===== src/rtl/dcf77_load_sequencer_pkg.sv =====
// dcf77_load_sequencer_pkg: shared states, digit indices, periods and BCD limits for the DCF77 load sequencer.
package dcf77_load_sequencer_pkg;
  typedef enum logic [1:0] {IDLE, CHECK, LOAD, RUN} state_t;
  localparam logic [2:0] DIG_SU = 3'd0;
  localparam logic [2:0] DIG_ST = 3'd1;
  localparam logic [2:0] DIG_MU = 3'd2;
  localparam logic [2:0] DIG_MT = 3'd3;
  localparam logic [2:0] DIG_HU = 3'd4;
  localparam logic [2:0] DIG_HT = 3'd5;
  localparam logic [5:0][3:0] DIG_PERIOD = {4'd3, 4'd10, 4'd6, 4'd10, 4'd6, 4'd10};
  localparam logic [3:0] HU_WRAP_PERIOD = 4'd4;
  localparam logic [3:0] UNITS_MAX = 4'd9;
  localparam logic [2:0] MIN_T_MAX = 3'd5;
  localparam logic [1:0] HR_T_MAX = 2'd2;
  localparam logic [3:0] HR_U_MAX_AT_20 = 4'd3;
endpackage


===== src/rtl/dcf77_load_sequencer_frame_check.sv =====
// dcf77_frame_check: combinational range and parity validation of a captured DCF77 frame.
module dcf77_frame_check
  import dcf77_load_sequencer_pkg::*;
(
  input  logic [3:0] min_u,
  input  logic [2:0] min_t,
  input  logic [3:0] hr_u,
  input  logic [1:0] hr_t,
  input  logic       par_min,
  input  logic       par_hr,
  output logic       frame_ok
);
  assign frame_ok = min_u <= UNITS_MAX && min_t <= MIN_T_MAX && hr_u <= UNITS_MAX && hr_t <= HR_T_MAX
                    && !(hr_t == HR_T_MAX && hr_u > HR_U_MAX_AT_20) && par_min && par_hr;
endmodule


===== src/rtl/dcf77_load_sequencer.sv =====
// dcf77_load_sequencer: validates a decoded DCF77 frame and presets the clock digit counters one digit at a time.
module dcf77_load_sequencer
  import dcf77_load_sequencer_pkg::*;
#(
  parameter int LOAD_HOLD = 1,
  parameter int ERR_W     = 4
) (
  input  logic             clk_control,
  input  logic             reset,
  input  logic             frame_valid,
  input  logic [3:0]       min_u,
  input  logic [2:0]       min_t,
  input  logic [3:0]       hr_u,
  input  logic [1:0]       hr_t,
  input  logic             par_min,
  input  logic             par_hr,
  input  logic             tick_1hz,
  input  logic [1:0]       hr_t_live,
  output logic [5:0]       digit_reset,
  output logic [3:0]       cifra,
  output logic [3:0]       period_hu,
  output logic             tick_out,
  output logic             synced,
  output logic             busy,
  output logic             frame_drop,
  output logic [ERR_W-1:0] err_cnt
);
  state_t     state, state_next;
  logic [2:0] dig;
  logic [3:0] hold;
  logic [3:0] cap_min_u, cap_hr_u, digit_val;
  logic [2:0] cap_min_t;
  logic [1:0] cap_hr_t;
  logic       cap_par_min, cap_par_hr, frame_ok, last_step;

  dcf77_frame_check u_check (
    .min_u(cap_min_u), .min_t(cap_min_t), .hr_u(cap_hr_u), .hr_t(cap_hr_t),
    .par_min(cap_par_min), .par_hr(cap_par_hr), .frame_ok(frame_ok)
  );

  assign last_step = hold == 4'(LOAD_HOLD - 1);
  assign period_hu = hr_t_live == HR_T_MAX ? HU_WRAP_PERIOD : DIG_PERIOD[DIG_HU];

  always_comb begin
    state_next = state;
    case (state)
      IDLE, RUN: state_next = frame_valid ? CHECK : state;
      CHECK:     state_next = frame_ok ? LOAD : (synced ? RUN : IDLE);
      LOAD:      state_next = last_step && dig == DIG_HT ? RUN : LOAD;
      default:   state_next = IDLE;
    endcase
    busy        = state == CHECK || state == LOAD;
    tick_out    = tick_1hz && !busy;
    frame_drop  = frame_valid && busy && !reset;
    digit_reset = state == LOAD ? 6'd1 << dig : 6'd0;
    digit_val   = dig == DIG_SU || dig == DIG_ST ? 4'd0 :
                  dig == DIG_MU ? cap_min_u :
                  dig == DIG_MT ? {1'b0, cap_min_t} :
                  dig == DIG_HU ? cap_hr_u : {2'b0, cap_hr_t};
    cifra       = state == LOAD ? digit_val + 4'd1 : 4'd0;
  end

  always_ff @(posedge clk_control)
    if (reset) state <= IDLE;
    else state <= state_next;

  always_ff @(posedge clk_control) begin
    if (reset) begin
      {cap_min_u, cap_min_t, cap_hr_u, cap_hr_t, cap_par_min, cap_par_hr} <= '0;
      dig     <= DIG_SU;
      hold    <= '0;
      synced  <= 1'b0;
      err_cnt <= '0;
    end else begin
      if (frame_valid && !busy)
        {cap_min_u, cap_min_t, cap_hr_u, cap_hr_t, cap_par_min, cap_par_hr} <=
          {min_u, min_t, hr_u, hr_t, par_min, par_hr};
      if (state == CHECK && !frame_ok && err_cnt != '1) err_cnt <= err_cnt + 1'b1;
      if (state == CHECK) begin
        dig  <= DIG_SU;
        hold <= '0;
      end else if (state == LOAD) begin
        hold <= last_step ? 4'd0 : hold + 4'd1;
        if (last_step) dig <= dig + 3'd1;
      end
      if (state == LOAD && state_next == RUN) synced <= 1'b1;
    end
  end
endmodule


===== config.mk =====
export PLATFORM = sky130hd
export DESIGN_NAME = dcf77_load_sequencer
export DESIGN_NICKNAME = d
export VERILOG_FILES = /design/src/rtl/dcf77_load_sequencer_pkg.sv /design/src/rtl/dcf77_load_sequencer_frame_check.sv /design/src/rtl/dcf77_load_sequencer.sv
export SDC_FILE = /design/constraint.sdc
export NUM_CORES = 1
export LEC_CHECK = 0
export ABC_AREA = 1
export CORE_ASPECT_RATIO = 0.7
export CORE_UTILIZATION = 35
export DETAILED_ROUTE_END_ITERATION = 16
export GPL_TIMING_DRIVEN = 1
export SYNTH_ARGS = -nofsm -noshare
export SYNTH_HDL_FRONTEND = slang
export SYNTH_HIERARCHICAL = 1
export SYNTH_SLANG_ARGS = --single-unit

===== constraint.sdc =====
create_clock -name clk_control -period 1.6 [get_ports clk_control]
set_input_delay 0.16 -clock clk_control [delete_from_list [all_inputs] [get_ports clk_control]]
set_output_delay 0.16 -clock clk_control [all_outputs]
set_load 0.02 [all_outputs]

# Word-level counts from Yosys, hierarchy flattened
# Cells that the tools add are included.
op_classes:
  addsub: 4
  n_lt_le_gt_ge: 5
  eq_ne: 12
  shifts: 1
  n_mux: 13
  reduce_logical: 27
op_table:
  columns: ["op", "count"]
  rows:
  - ["two-way mux 4 bit", 7]
  - ["logical AND 1 bit", 15]
  - ["adder 4 x 1 -> 4 bit (second input constant)", 3]
  - ["== test 2 bit (second input constant)", 5]
  - ["<= comparator 4 bit (second input constant)", 2]
  - ["== test 3 x 2 -> 1 bit (second input constant)", 2]
  - ["== test 3 bit (second input constant)", 2]
  - ["two-way mux 2 bit", 3]
  - ["two-way mux 6 bit", 1]
  - ["one-hot mux 2 bit (3 select lines)", 1]
  - ["left shift 1 x 3 -> 6 bit (first input constant)", 1]
  - ["greater-than comparator 4 x 2 -> 1 bit (second input constant)", 1]
  - ["zero test 1 bit", 4]
  - ["zero test 4 bit", 1]
  - ["!= test 4 bit (second input constant)", 1]
  - ["OR reduction 2 bit", 2]
  - ["adder 3 x 1 -> 3 bit (second input constant)", 1]
  - ["== test 3 x 1 -> 1 bit (second input constant)", 1]
  - ["<= comparator 3 bit (second input constant)", 1]
  - ["zero test 3 bit", 1]
  - ["== test 2 x 1 -> 1 bit (second input constant)", 1]
  - ["<= comparator 2 bit (second input constant)", 1]
  - ["zero test 2 bit", 1]
  - ["logical OR 1 bit", 2]
  - ["2 further kinds", 2]
word_totals:
  regBits: 29
  word_cells: 73

# Longest topological paths before layout
depth:
  word_depth: 11
  depth_mapped: 12
  ltp_nobuf: 12

# By module
# The synthesis kept the hierarchy.
modules_own_cells:
  columns: ["mod", "instances", "cells_per_inst", "area_each_um2", "seq_area_each_um2"]
  rows:
  - ["dcf77_load_sequencer", 1, 221, 1544.0, 580.6]
  - ["dcf77_frame_check", 1, 11, 51.3, 0.0]

# Worst setup path before layout
# No wires, ideal clock.
synth_path:
  path_kind: "reg-to-output"
  startpoint: "register dig[0]"
  endpoint: "output cifra[2]"
  arrival_ns: 1.723
  required_time_ns: 1.440
  slack_ns: -0.283
  path_stages_with_launch: 13
  cell_sequence: "dfxtp_1 > ha_1 > ha_1 > nand2_1 > inv_1 > nor2_1 > nand2_1 > nand2_1 > inv_1 > ha_1 > inv_1 > o21ai_0 > a21oi_1"
synth_between:
  elab_chain_cells: 7
  word_cells_on_any_way: 12
  cone_classes: "1 x add/sub; 4 x eq/ne; 5 x mux; 2 x reduce/logical"
synth_rtl:
  columns: ["item", "line_no", "rtl"]
  rows:
  - ["start, declared", "dcf77_load_sequencer.sv:29", "logic [2:0] dig;"]
  - ["start signal, assigned", "dcf77_load_sequencer.sv:84", "if (last_step) dig <= dig + 3'd1;"]
  - ["== test 3 bit", "dcf77_load_sequencer.sv:59", "dig == DIG_HU ? cap_hr_u : {2'b0, cap_hr_t};"]
  - ["two-way mux 4 bit", "dcf77_load_sequencer.sv:59", null]
  - ["two-way mux 4 bit", "dcf77_load_sequencer.sv:58", "dig == DIG_MT ? {1'b0, cap_min_t} :"]
  - ["two-way mux 4 bit", "dcf77_load_sequencer.sv:57", "dig == DIG_MU ? cap_min_u :"]
  - ["two-way mux 4 bit (*)", "dcf77_load_sequencer.sv:56", "digit_val = dig == DIG_SU || dig == DIG_ST ? 4'd0 :"]
  - ["adder 4 x 1 -> 4 bit (*)", "dcf77_load_sequencer.sv:60", "cifra = state == LOAD ? digit_val + 4'd1 : 4'd0;"]
  - ["two-way mux 4 bit (*)", "dcf77_load_sequencer.sv:60", null]
  - ["end, declared", "dcf77_load_sequencer.sv:20", "output logic [3:0] cifra,"]
# Mark *: on every way between the ends. The rest lies on a longest branch, timed or not.

# Final worst setup path
layout_path:
  startpoint: "register dig[1]"
  endpoint: "output cifra[2]"
# The elaborated chain is that of the path after synthesis.

==> flow_metrics.tcl <==
set metrics [dict create \
    ff2ff_setup_slack_ns 0.12 \
    cp_top_family "flip-flops" \
    finalCritPeriodShare 1.279 \
    grt_pass1_vias 1510 \
    seq_area_frac_synth 0.3639 \
    drt-total-wl_um 4202 \
    clkTransAtPathRegs_ns 0.07 \
    io_buffers 41 \
    ant_nets 0 \
    critical_path_buf_inv_count 4 \
    m1WireLength_um 2136 \
    cts_tree "done" \
    final-hold-violation-count 0 \
    status "complete, but fails checks" \
    drive_above_1_share 0.3794 \
    cts_buffer_depth 2 \
    grtUsageTotal 0.1890 \
    clockRootBuffer "clkbuf_8" \
    final_common_cell "nor2_1" \
    utilization 0.6075 \
    final_cell_mix "nor2_1 (37), buf_4 (35), clkdlybuf4s50_1 (27)" \
    crit_slowest_cell "dfxtp_4" \
    yosysTopAreaCellShare 0.3639 \
    end_kind "output pin" \
    fp.dieH_um 58.49 \
    firstDrtPassIters 4 \
    die_area_sq_um 4836 \
    p_per_area_nw_per_um2 1391 \
    cts_buffers 5 \
    yosysWarnings 6 \
    routed.top_layer "met4" \
    hp-start "cap_par_hr" \
    vdd_drop_max_uv 881.5 \
    cp-startpoint "dig[1]" \
    pin_count 43 \
    netlist_instances 232 \
    netlist.top_cell.by_area "dfxtp_1" \
    drv_slew 0 \
    leakagePower_nw 1.202 \
    grt_overflow 0 \
    crit_arrival_ns 1.89 \
    htree_num_levels 2 \
    clock_sinks 29 \
    wl_met2_um 1891 \
    drt_iter0_drc 53 \
    wire_per_inst_um 11.48 \
    max_freq_mhz 488.8 \
    skew_ns 0.002484 \
    startpoint_type "register" \
    drc 0 \
    period_needed_ns 2.046 \
    setup_violations 4 \
    start_util 0.3664 \
    rsz0062_at_grt "yes" \
    syn_area_sq_um 1595 \
    yosysUniqueCellTypes 30 \
    grt_pass1_wl_um 6803 \
    hpwl_um 3061 \
    n_fill_cell 422 \
    grt_max_degree 22 \
    cts_hold_buffers 0 \
    synth.avg_cell_area_sq_um 6.876 \
    area_growth_pct 65.80 \
    core_sq_um 4354 \
    synth_fp_nets 264 \
    place.gp.congestion 0.7953 \
    rr_startpoint "cap_min_t[1]" \
    crit_type "register to output pin" \
    n_antenna_cell 0 \
    antenna_found_initial 0 \
    min_path_type "register to register" \
    die_w_um 82.69 \
    slowest_delay_ns 0.38 \
    worstPathCellList "inv_4 -> ha_4 -> nand2_4 -> clkinv_4 -> nand2_4 -> nand3_4 -> a21oi_4 -> ha_4 -> inv_4 -> o21ai_4 -> a21oi_4 -> buf_6" \
    clk-insertion-delay-late_ns 0.28 \
    synthTopCellsByArea "dfxtp_1 (36%), nor2_1 (11%), ha_1 (8.6%)" \
    violations "setup timing" \
    critical_path_required_ns 1.44 \
    wl_met3_um 156 \
    finalWorstSetupSlack_ns -0.4460 \
    rows 20 \
    drv_cap 0 \
    path_max_fanout 4 \
    via_per_inst 4.585 \
    vias 1678 \
    synth_seq_cells 29 \
    setup_tns_ns -1.490 \
    fin_nets 342 \
]
## logic make-up after synthesis
group | count (synthesis) | share of synthesized area
buffers and inverters | 45 | 0.1176
and+or+nand+nor | 97 | 0.2604
adders and majority gates | 11 | 0.08627
AOI/OAI and AO/OA | 47 | 0.1584
DFF | 29 | 0.3639
other | 1 | 0.002351
xor gates and xnor gates | 2 | 0.01098
## report_power, final
group / switching, mW / internal [mW] / total (mW)
registers: 0.146 / 0.916 / 1.06
clock network: 0.287 / 0.301 / 0.588
logic: 1.11 / 0.915 / 2.03
## timing repair
action / 4_1_cts / 5_1_grt
setup endpoints to repair: 13 / 32
setup buffers: 3 / 0
gates resized for setup: 79 / 45
hold endpoints to repair: 0 / 0
cloned: 0 / 1
pin swaps: 12 / 11
## final timing paths
kind,cells past startpoint,endpoint
max,12,cifra[2]
min,2,cap_par_hr
max reg2reg,11,err_cnt[0]
min reg2reg,2,cap_par_hr
## synth_stat cells, drive strengths merged
master  instances
nor2           47
inv            36
nand2          33
dfxtp          29
o21ai          28
a21oi          13
ha             11
nand3          10
nor3            5
a31oi           4
buf             4
clkbuf          4
xor2            2
a21o            1
clkinv          1
conb            1
nand4           1
nor3b           1
o31ai           1
## per-stage QoR
stage | setup WS, ns | std cells | total power [mW] | instance area (sq um) | hold WS, ns
floorplan | -0.02736 | 232 | 2.008 | 1672 | 0.3245
finish | -0.4460 | 366 | 3.678 | 2645 | 0.4829
CTS | -0.4349 | 365 | 3.484 | 2536 | 0.4890
detailed placement | -0.6299 | 354 | 2.788 | 2372 | 0.4734
global route | -0.5392 | 366 | 3.976 | 2645 | 0.5084
global placement | -0.5851 | 354 | 2.768 | 2372 | 0.4675
## per-layer routing
layer,GRT usage,up-vias
met5,0,-
met4,0.05172,0
met3,0.04651,4
met2,0.2939,33
met1,0.2605,747
li1,-,894
## tightest hold or removal path, cell delays in order (launching register included)
cell and delay (ns):
dfxtp_1 0.33, nor2_1 0.05, nor2_1 0.08
## area by class of cell
| cell class | instances | area, sq um | share of cell area |
|---|---|---|---|
| Multi-Input combinational cell | 158 | 1071 | 0.4049 |
| Timing Repair Buffer | 78 | 660.6 | 0.2498 |
| Sequential cell | 29 | 591.8 | 0.2237 |
| Inverter | 37 | 162.7 | 0.06149 |
| Clock buffer | 6 | 72.57 | 0.02744 |
| Tap cell | 55 | 68.82 | 0.02602 |
| Clock inverter | 2 | 10.01 | 0.003784 |
| Timing Repair inverter | 1 | 7.507 | 0.002838 |
## flip-flops by register name, indices dropped and copies added, names as in the netlist
register     count
cap_hr_t         2
cap_hr_u         4
cap_min_t        3
cap_min_u        4
cap_par_hr       1
cap_par_min      1
dig              3
err_cnt          4
hold             4
state            2
synced           1
Note: power is estimated with default switching activity, not from simulation.
